--- src/rtl/tlb_assoc.sv ---
// rtl/tlb_assoc.sv - set-associative TLB with age-based replacement and single-miss refill (optional TLB_WRITE_PROT_EN)
module tlb_assoc #(
   parameter int SETS  = 4,
   parameter int WAYS  = 4,
   parameter int VPN_W = 20,
   parameter int PPN_W = 8,
   parameter int OFF_W = 12,
   parameter int AGE_W = 4
) (
   input  logic                   clk,
   input  logic                   rst,
   input  logic                   mode,
   input  logic                   req_valid,
   output logic                   req_ready,
   input  logic [VPN_W+OFF_W-1:0] req_vaddr,
   input  logic                   req_store,
   output logic                   resp_valid,
   output logic [PPN_W+OFF_W-1:0] resp_paddr,
   output logic                   resp_fault,
   output logic                   miss_req,
   output logic [VPN_W-1:0]       miss_vpn,
   input  logic                   fill_valid,
   input  logic [PPN_W-1:0]       fill_ppn,
   input  logic                   fill_wr,
   input  logic                   flush
);

   localparam int IDX_W = (SETS > 1) ? $clog2(SETS) : 1;
   localparam int WAY_W = (WAYS > 1) ? $clog2(WAYS) : 1;
   localparam logic [AGE_W-1:0] AGE_MAX = '1;

   typedef enum logic [1:0] {IDLE, MISS, FILL} state_t;

   state_t state;
   logic   ready_en;

   logic             valid_q [SETS][WAYS];
   logic [AGE_W-1:0] age_q   [SETS][WAYS];
   logic [VPN_W-1:0] tag_q   [SETS][WAYS];
   logic [PPN_W-1:0] ppn_q   [SETS][WAYS];

   logic [VPN_W-1:0] vpn;
   logic [OFF_W-1:0] offset;
   logic [IDX_W-1:0] idx;
   logic             accept;

   logic [OFF_W-1:0] lat_off;
   logic [IDX_W-1:0] lat_idx;

   logic             hit;
   logic [WAY_W-1:0] hit_way;
   logic [WAY_W-1:0] victim;
   logic             victim_found;
   logic [AGE_W-1:0] victim_age;
   logic             fill_fire;
   logic             hit_fault;
   logic             fill_fault;

   assign vpn       = req_vaddr[VPN_W+OFF_W-1:OFF_W];
   assign offset    = req_vaddr[OFF_W-1:0];
   assign idx       = (SETS > 1) ? vpn[IDX_W-1:0] : '0;
   assign req_ready = ready_en && (state == IDLE) && !flush;
   assign accept    = req_valid && req_ready;
   assign fill_fire = (state == MISS) && fill_valid && !flush;

`ifdef TLB_WRITE_PROT_EN
   logic wr_q [SETS][WAYS];
   logic lat_store;

   assign hit_fault  = req_store && !wr_q[idx][hit_way];
   assign fill_fault = lat_store && !fill_wr;

   // Latch the store flag of a missing request so the fill can judge it
   always_ff @(posedge clk or negedge rst) begin
      if (!rst)
         lat_store <= 1'b0;
      else if (accept && !mode)
         lat_store <= req_store;
   end
`else
   logic unused_wp;

   assign hit_fault  = 1'b0;
   assign fill_fault = 1'b0;
   assign unused_wp  = &{1'b0, req_store, fill_wr};
`endif

   // Tag match in the indexed set; the first matching valid way wins
   always_comb begin
      hit     = 1'b0;
      hit_way = '0;
      for (int w = 0; w < WAYS; w++) begin
         if (!hit && valid_q[idx][w] && (tag_q[idx][w] == vpn)) begin
            hit     = 1'b1;
            hit_way = WAY_W'(w);
         end
      end
   end

   // Victim: lowest invalid way, else oldest way with ties to the lowest index
   always_comb begin
      victim_found = 1'b0;
      victim       = '0;
      victim_age   = age_q[lat_idx][0];
      for (int w = 0; w < WAYS; w++) begin
         if (!victim_found && !valid_q[lat_idx][w]) begin
            victim_found = 1'b1;
            victim       = WAY_W'(w);
         end
      end
      if (!victim_found) begin
         for (int w = 1; w < WAYS; w++) begin
            if (age_q[lat_idx][w] > victim_age) begin
               victim_age = age_q[lat_idx][w];
               victim     = WAY_W'(w);
            end
         end
      end
   end

   // Valid bits and ages: flush clears, user lookups age the set, fills install
   always_ff @(posedge clk or negedge rst) begin
      if (!rst) begin
         for (int s = 0; s < SETS; s++) begin
            for (int w = 0; w < WAYS; w++) begin
               valid_q[s][w] <= 1'b0;
               age_q[s][w]   <= '0;
            end
         end
      end else if (flush) begin
         for (int s = 0; s < SETS; s++) begin
            for (int w = 0; w < WAYS; w++) begin
               valid_q[s][w] <= 1'b0;
            end
         end
      end else if (accept && !mode) begin
         for (int w = 0; w < WAYS; w++) begin
            if (hit && (WAY_W'(w) == hit_way))
               age_q[idx][w] <= '0;
            else if (valid_q[idx][w] && (age_q[idx][w] != AGE_MAX))
               age_q[idx][w] <= age_q[idx][w] + 1'b1;
         end
      end else if (fill_fire) begin
         valid_q[lat_idx][victim] <= 1'b1;
         age_q[lat_idx][victim]   <= '0;
      end
   end

   // Entry payload needs no reset; it is only meaningful behind a valid bit
   always_ff @(posedge clk) begin
      if (fill_fire) begin
         tag_q[lat_idx][victim] <= miss_vpn;
         ppn_q[lat_idx][victim] <= fill_ppn;
`ifdef TLB_WRITE_PROT_EN
         wr_q[lat_idx][victim]  <= fill_wr;
`endif
      end
   end

   // Request FSM with registered response and refill outputs
   always_ff @(posedge clk or negedge rst) begin
      if (!rst) begin
         state      <= IDLE;
         ready_en   <= 1'b0;
         resp_valid <= 1'b0;
         resp_paddr <= '0;
         resp_fault <= 1'b0;
         miss_req   <= 1'b0;
         miss_vpn   <= '0;
         lat_off    <= '0;
         lat_idx    <= '0;
      end else begin
         ready_en   <= 1'b1;
         resp_valid <= 1'b0;
         if (flush) begin
            state    <= IDLE;
            miss_req <= 1'b0;
         end else begin
            case (state)
               IDLE: begin
                  if (accept) begin
                     if (mode) begin
                        resp_valid <= 1'b1;
                        resp_paddr <= req_vaddr[PPN_W+OFF_W-1:0];
                        resp_fault <= 1'b0;
                     end else if (hit) begin
                        resp_valid <= 1'b1;
                        resp_fault <= hit_fault;
                        resp_paddr <= hit_fault ? '0 : {ppn_q[idx][hit_way], offset};
                     end else begin
                        state    <= MISS;
                        miss_req <= 1'b1;
                        miss_vpn <= vpn;
                        lat_off  <= offset;
                        lat_idx  <= idx;
                     end
                  end
               end
               MISS: begin
                  if (fill_valid) begin
                     state      <= FILL;
                     miss_req   <= 1'b0;
                     resp_valid <= 1'b1;
                     resp_fault <= fill_fault;
                     resp_paddr <= fill_fault ? '0 : {fill_ppn, lat_off};
                  end
               end
               FILL:    state <= IDLE;
               default: state <= IDLE;
            endcase
         end
      end
   end

endmodule

--- config.mk ---
export PLATFORM = sky130hd
export DESIGN_NAME = tlb_assoc
export DESIGN_NICKNAME = d
export VERILOG_FILES = /design/src/rtl/tlb_assoc.sv
export SDC_FILE = /design/constraint.sdc
export NUM_CORES = 1
export LEC_CHECK = 0
export ABC_AREA = 1
export ABC_CLOCK_PERIOD_IN_PS = 10300
export CORE_MARGIN = 1.5
export CORE_UTILIZATION = 55
export CTS_CLUSTER_SIZE = 40
export DETAILED_ROUTE_END_ITERATION = 8
export GPL_ROUTABILITY_DRIVEN = 0
export HOLD_SLACK_MARGIN = 0.12
export PLACE_DENSITY = 0.69
export SYNTH_ARGS = -nofsm -noshare
export SYNTH_HDL_FRONTEND = slang
export SYNTH_SLANG_ARGS = --single-unit
--- constraint.sdc ---
create_clock -name clk -period 10.3 [get_ports clk]
set_input_delay 1.545 -clock clk [delete_from_list [all_inputs] [get_ports clk]]
set_output_delay 1.545 -clock clk [all_outputs]
set_load 0.02 [all_outputs]
; ---- Word level (Yosys, flattened, before mapping)
; Memory sizes are Yosys's and may differ from the RTL's.
; Cells that the tools add are included.
[totals]
register_bits = 140
mem_bits_rw = 448
inputBits = 48
out_inout_bits = 44
word_cells = 254
n_memories = 2
[mem_list]
columns = name, words, word_bits, read_ports, rd_clocked_by_memory_dff, wr, line
row1 = tag_q, 4, 80, 1, 0, 1, 39  ; logic [VPN_W-1:0] tag_q [SETS][WAYS];
row2 = ppn_q, 4, 32, 1, 0, 1, 40  ; logic [PPN_W-1:0] ppn_q [SETS][WAYS];
[op_classes]
n_addsub = 4
order_cmp = 10
n_eq_ne = 20
muxes = 110
bitwise_logic = 18
n_reduce_logical = 49
[op_table]
columns = operator, count
row1 = $mux 64, 16
row2 = $and 64x64->64, 5
row3 = $not 64->64, 5
row4 = $bwmux 64, 4
row5 = $demux 16 s2, 5
row6 = $mux 16, 9
row7 = $mux 20, 5
row8 = $eq 20x20->1, 4
row9 = $mux 80, 1
row10 = $bmux 16 s2, 2
row11 = $mux 4, 11
row12 = $demux 20 s2, 1
row13 = $pmux 20 s2, 1
row14 = $mux 32, 1
row15 = $mux 8, 4
row16 = $logic_and 1x1->1, 27
row17 = $mux 2, 13
row18 = $mux 1, 25
row19 = $add 4x1->4 const B, 4
row20 = $bmux 4 s2, 2
row21 = $bmux 8 s2, 1
row22 = $demux 4 s2, 2
row23 = $demux 8 s2, 1
row24 = $ne 4x4->1 const B, 4
row25 = 22 further kinds, 58

; ---- Longest topological paths before layout
[depth]
word_depth = 37
depth_mapped = 37
mapped_depth_nobuf = 37

; ---- Worst setup path before layout
; No wires, ideal clock.
[synth_path]
kind = register to register
start = register, netlist name miss_vpn[1]
end = memory ppn_q[2][0] (netlist bit) (enable)
arrival_ps = 6372
t_required_ps = 9852
slack_ps = 3479
stages_incl_launch_ff = 29
n_path_buf = 0
synth_period_minus_slack_ps = 6821
path_cell_list = dfrtp_1 -> inv_1 -> nand2_1 -> clkinv_1 -> nand2_1 -> o21ai_0 -> a221oi_1 -> ha_1 -> nand2_1 -> inv_1 -> a32o_1 -> nand2_1 -> o21ai_0 -> ha_1 -> nand2_1 -> o21ai_0 -> nand2_1 -> nand2_1 -> o21ai_0 -> ha_1 -> nand2_1 -> inv_1 -> o21ai_0 -> a32o_1 -> nand2_1 -> inv_1 -> a21oi_1 -> nand2_1 -> nor3_1
[synth_rtl]
columns = element, line
row1 = to (decl), 40

==> metrics.md <==
| Metric | Value |
|---|---|
| Initial drt markers | `between 3000 and 4000` |
| Core ar. | `47700 um2` |
| CP max stage delay | `790 ps` |
| EDFF count, synth | `about 450` |
| RSZ-0062 raised after global routing | `no` |
| R2R depth | `28` |
| Max frequency | `122 MHz` |
| Commonest non-fill, non-tap cell in the layout | `nand2_1` |
| Worst-path maximum fanout | `20` |
| R2R Path End | `ppn_q[1][15]` |
| FF-to-FF Start | `miss_vpn[1]` |
| Clock Skews | `36.2 ps` |
| Inserted Diodes | `0` |
| Clock transition at the registers of the reported paths | `~60 ps` |
| Fin crit period | `8220 ps` |
| Die height | `223 um` |
| Placed Area | `~28000 um2` |
| Yosys warning count | `0` |
| Flops & latches, synth | `585` |
| Root Buffer | `clkbuf_16` |
| Worst-case hold slack | `469 ps` |
| R2r setup slk | `2080 ps` |
| Row cnt | `80` |
| Largest delay contributor family on the critical path | `simple AND/OR/NAND/NOR gates` |
| Initial antenna violation count | `0` |
| Hold crit path type | `register to register` |
| Tightest Pin Transition | `1230 ps` |
| Area of the die | `~50000 um2` |
| Critical path endpoint | `ppn_q[1][15]` |
| Most frequent cells in the layout | `nand2_1 (1129), edfxtp_1 (448), nand3_1 (174)` |
| Post-synth ARST share | `between 20% and 30%` |
| NumNets Final | `approximately 2900` |
| Final period util | `79.8%` |
| Crit path launch type | `register` |
| Number of H-tree levels | `2` |
| Mapped Cells | `2754` |
| Slowest cell on crit path | `dfrtp_1` |
| Latest clock arrival within the worst-skew pair | `650 ps` |
| Total CTS buffers | `59` |
| Total congestion overflow | `0` |
| Vias in the first global route | `approximately 20000` |
| Crit. Startpoint | `miss_vpn[1]` |
| Status | `finished clean` |
| Wirelength per Cell | `22.0 um` |
| Initial core utilization | `55.6%` |
| Via density | `5.95` |
| Final antenna-violating net count | `0` |
| Die X | `223 um` |
| Main flop type after synthesis | `edfxtp_1` |
| Crit path kind | `register to register` |
| Synth cell types | `45` |
| Drt first pass iters | `6` |
| Hold Buf Count CTS | `0` |
| Post CTS Setup Buffer Count | `0` |
| Largest net degree at the start of global routing | `76` |
| Instance count on the critical path | `28` |
| Count of buffer and inverter cells on the critical path | `5` |
| Final hold vios | `0` |
| Post-route DRC | `0` |
| Fin cells | `3482` |
| Dpl cells | `3372` |
| Max Cap Viol | `0` |
| Setup crit end kind | `register` |
| Mean post-synth cell area | `slightly below 10 um2` |
| I/O pin count | `92` |
| First-pass GRT wire length | `~120 mm` |
| Clk buf depth | `3` |
| Post-CTS sizing | `0` |
| DP Worst Slack | `2310 ps` |
| HP Start | `age_q[3]` |
| Total clock sinks | `slightly below 600` |
| Final setup violation count | `0` |
| Worst path most repeated cell | `nand2_1` |
| Slew headroom | `about 18%` |
| Vias | `20700` |
| Port bufs | `88` |
| Post-DP HPWL | `roughly 47 mm` |
| Critical Path RT | `10600 ps` |
| Fin area | `30000 um2` |
| Synthesis-to-layout area growth | `12.9%` |
| Cell Area, Synth | `26600 um2` |
| TritonCTS clock tree | `built` |
| Final worst slack | `2080 ps` |
| Register area share after synthesis | `approximately 64%` |
| WL final | `76.6 mm` |
| VDD IR max | `0.157 mV` |
| Setup_tns | `0 ps` |
| Fraction of layout instances using a drive strength above 1 | `5.55%` |
| Data arrival, critical path | `8520 ps` |
| Overall Global Routing Usage | `31.2%` |
| Fin. max-slew vios | `0` |
| Syn Nets | `2818` |
| Leakage | `12.5 nW` |
| Power per cell area | `199 nW/um2` |
[area by class of cell]
class | instances | area [um2]
tap | 615 | 769
fill | 3806 | 17800
multi-input combinational | 1889 | 8660
clock buffer | 78 | 1610
clock inverter | 32 | 364
inverter | 171 | 644
timing repair buffer | 112 | 1050
sequential | 585 | 16900
[how the worst min path moves through the flow]
stage,endpoint,slack [ps],cells past startpoint
floorplan,age_q[15],440,2
global placement,lat_off[11],450,2
detailed placement,age_q[3],460,2
CTS,age_q[3],470,2
global route,lat_off[0],490,2
finish,age_q[3],470,2
[cell usage after synthesis (3+ instances only)]
cell type / n / area [um2]
clkinv_1: 3 / 11.3
o311ai_0: 3 / 26.3
buf_2: 43 / 215
o21ai_0: 52 / 260
a22o_1: 25 / 219
edfxtp_1: 448 / 13500
ha_1: 16 / 200
a31oi_1: 14 / 87.6
inv_2: 12 / 45.0
buf_1: 7 / 26.3
o211ai_1: 5 / 37.5
a22oi_1: 36 / 270
clkbuf_1: 46 / 173
nor2_2: 4 / 25.0
o31ai_1: 8 / 60.1
buf_4: 9 / 67.6
o22ai_1: 35 / 219
o21ai_1: 29 / 145
a21oi_1: 63 / 315
inv_1: 156 / 586
nor3_1: 8 / 40.0
nand2_2: 3 / 18.8
a221oi_1: 40 / 350
xnor2_1: 6 / 52.6
nand3_1: 174 / 871
nor2_1: 190 / 713
nand4_1: 18 / 113
o221ai_1: 13 / 114
nand2_1: 1129 / 4240
buf_6: 4 / 45.0
dfrtp_1: 137 / 3430
[state kept, by name (all words and copies together), names as in the netlist, 2 cells and up]
register    cells
tag_q         320
ppn_q         128
age_q          64
miss_vpn       20
resp_paddr     20
valid_q        16
lat_off        12
state           2
[power by group]
group	total, mW	switching (mW)	leakage [nW]	internal (mW)
combinational	0.948	0.630	5.69	0.317
clock	2.18	0.904	0.968	1.27
sequential	2.83	0.131	5.84	2.70
[through the flow]
step | utilization (%) | total power, mW
5_1_grt | 62.8 | 6.17
4_1_cts | 62.8 | 5.95
3_3_place_gp | 58.7 | 3.76
6_report | 62.8 | 5.95
2_1_floorplan | - | 3.40
3_5_place_dp | 58.7 | 3.80
[metal layers]
layer  routed length, um  share of wire, %  vias to the layer above  global-route usage [%]
met5                   0                 0                        -                       0
met4                2600               3.4                        0                    11.9
met3                7500               9.8                      177                    5.49
met2               34400                45                     1107                    46.9
met1               32100                42                     9955                    45.5
li1                    -                 -                     9492                       -
[worst register-to-register path: cells and delay by family, from the launching register on]
| kind | cells | cell delay (ps) |
|---|---|---|
| compound gates | 8 | 2110 |
| fa+ha+maj | 3 | 1050 |
| buf+inv | 5 | 1470 |
| flops | 1 | 790 |
| simple gates | 12 | 2480 |
[kinds of logic after synthesis]
group	Yosys count	synth area share [%]
flops	585	63.5
buf+inv	280	4.40
other cells	2	0.0283
simple gates	1533	22.9
xor+xnor	7	0.231
compound gates	331	8.20
fa+ha+maj	16	0.753
(Power assumes the default switching activity.)
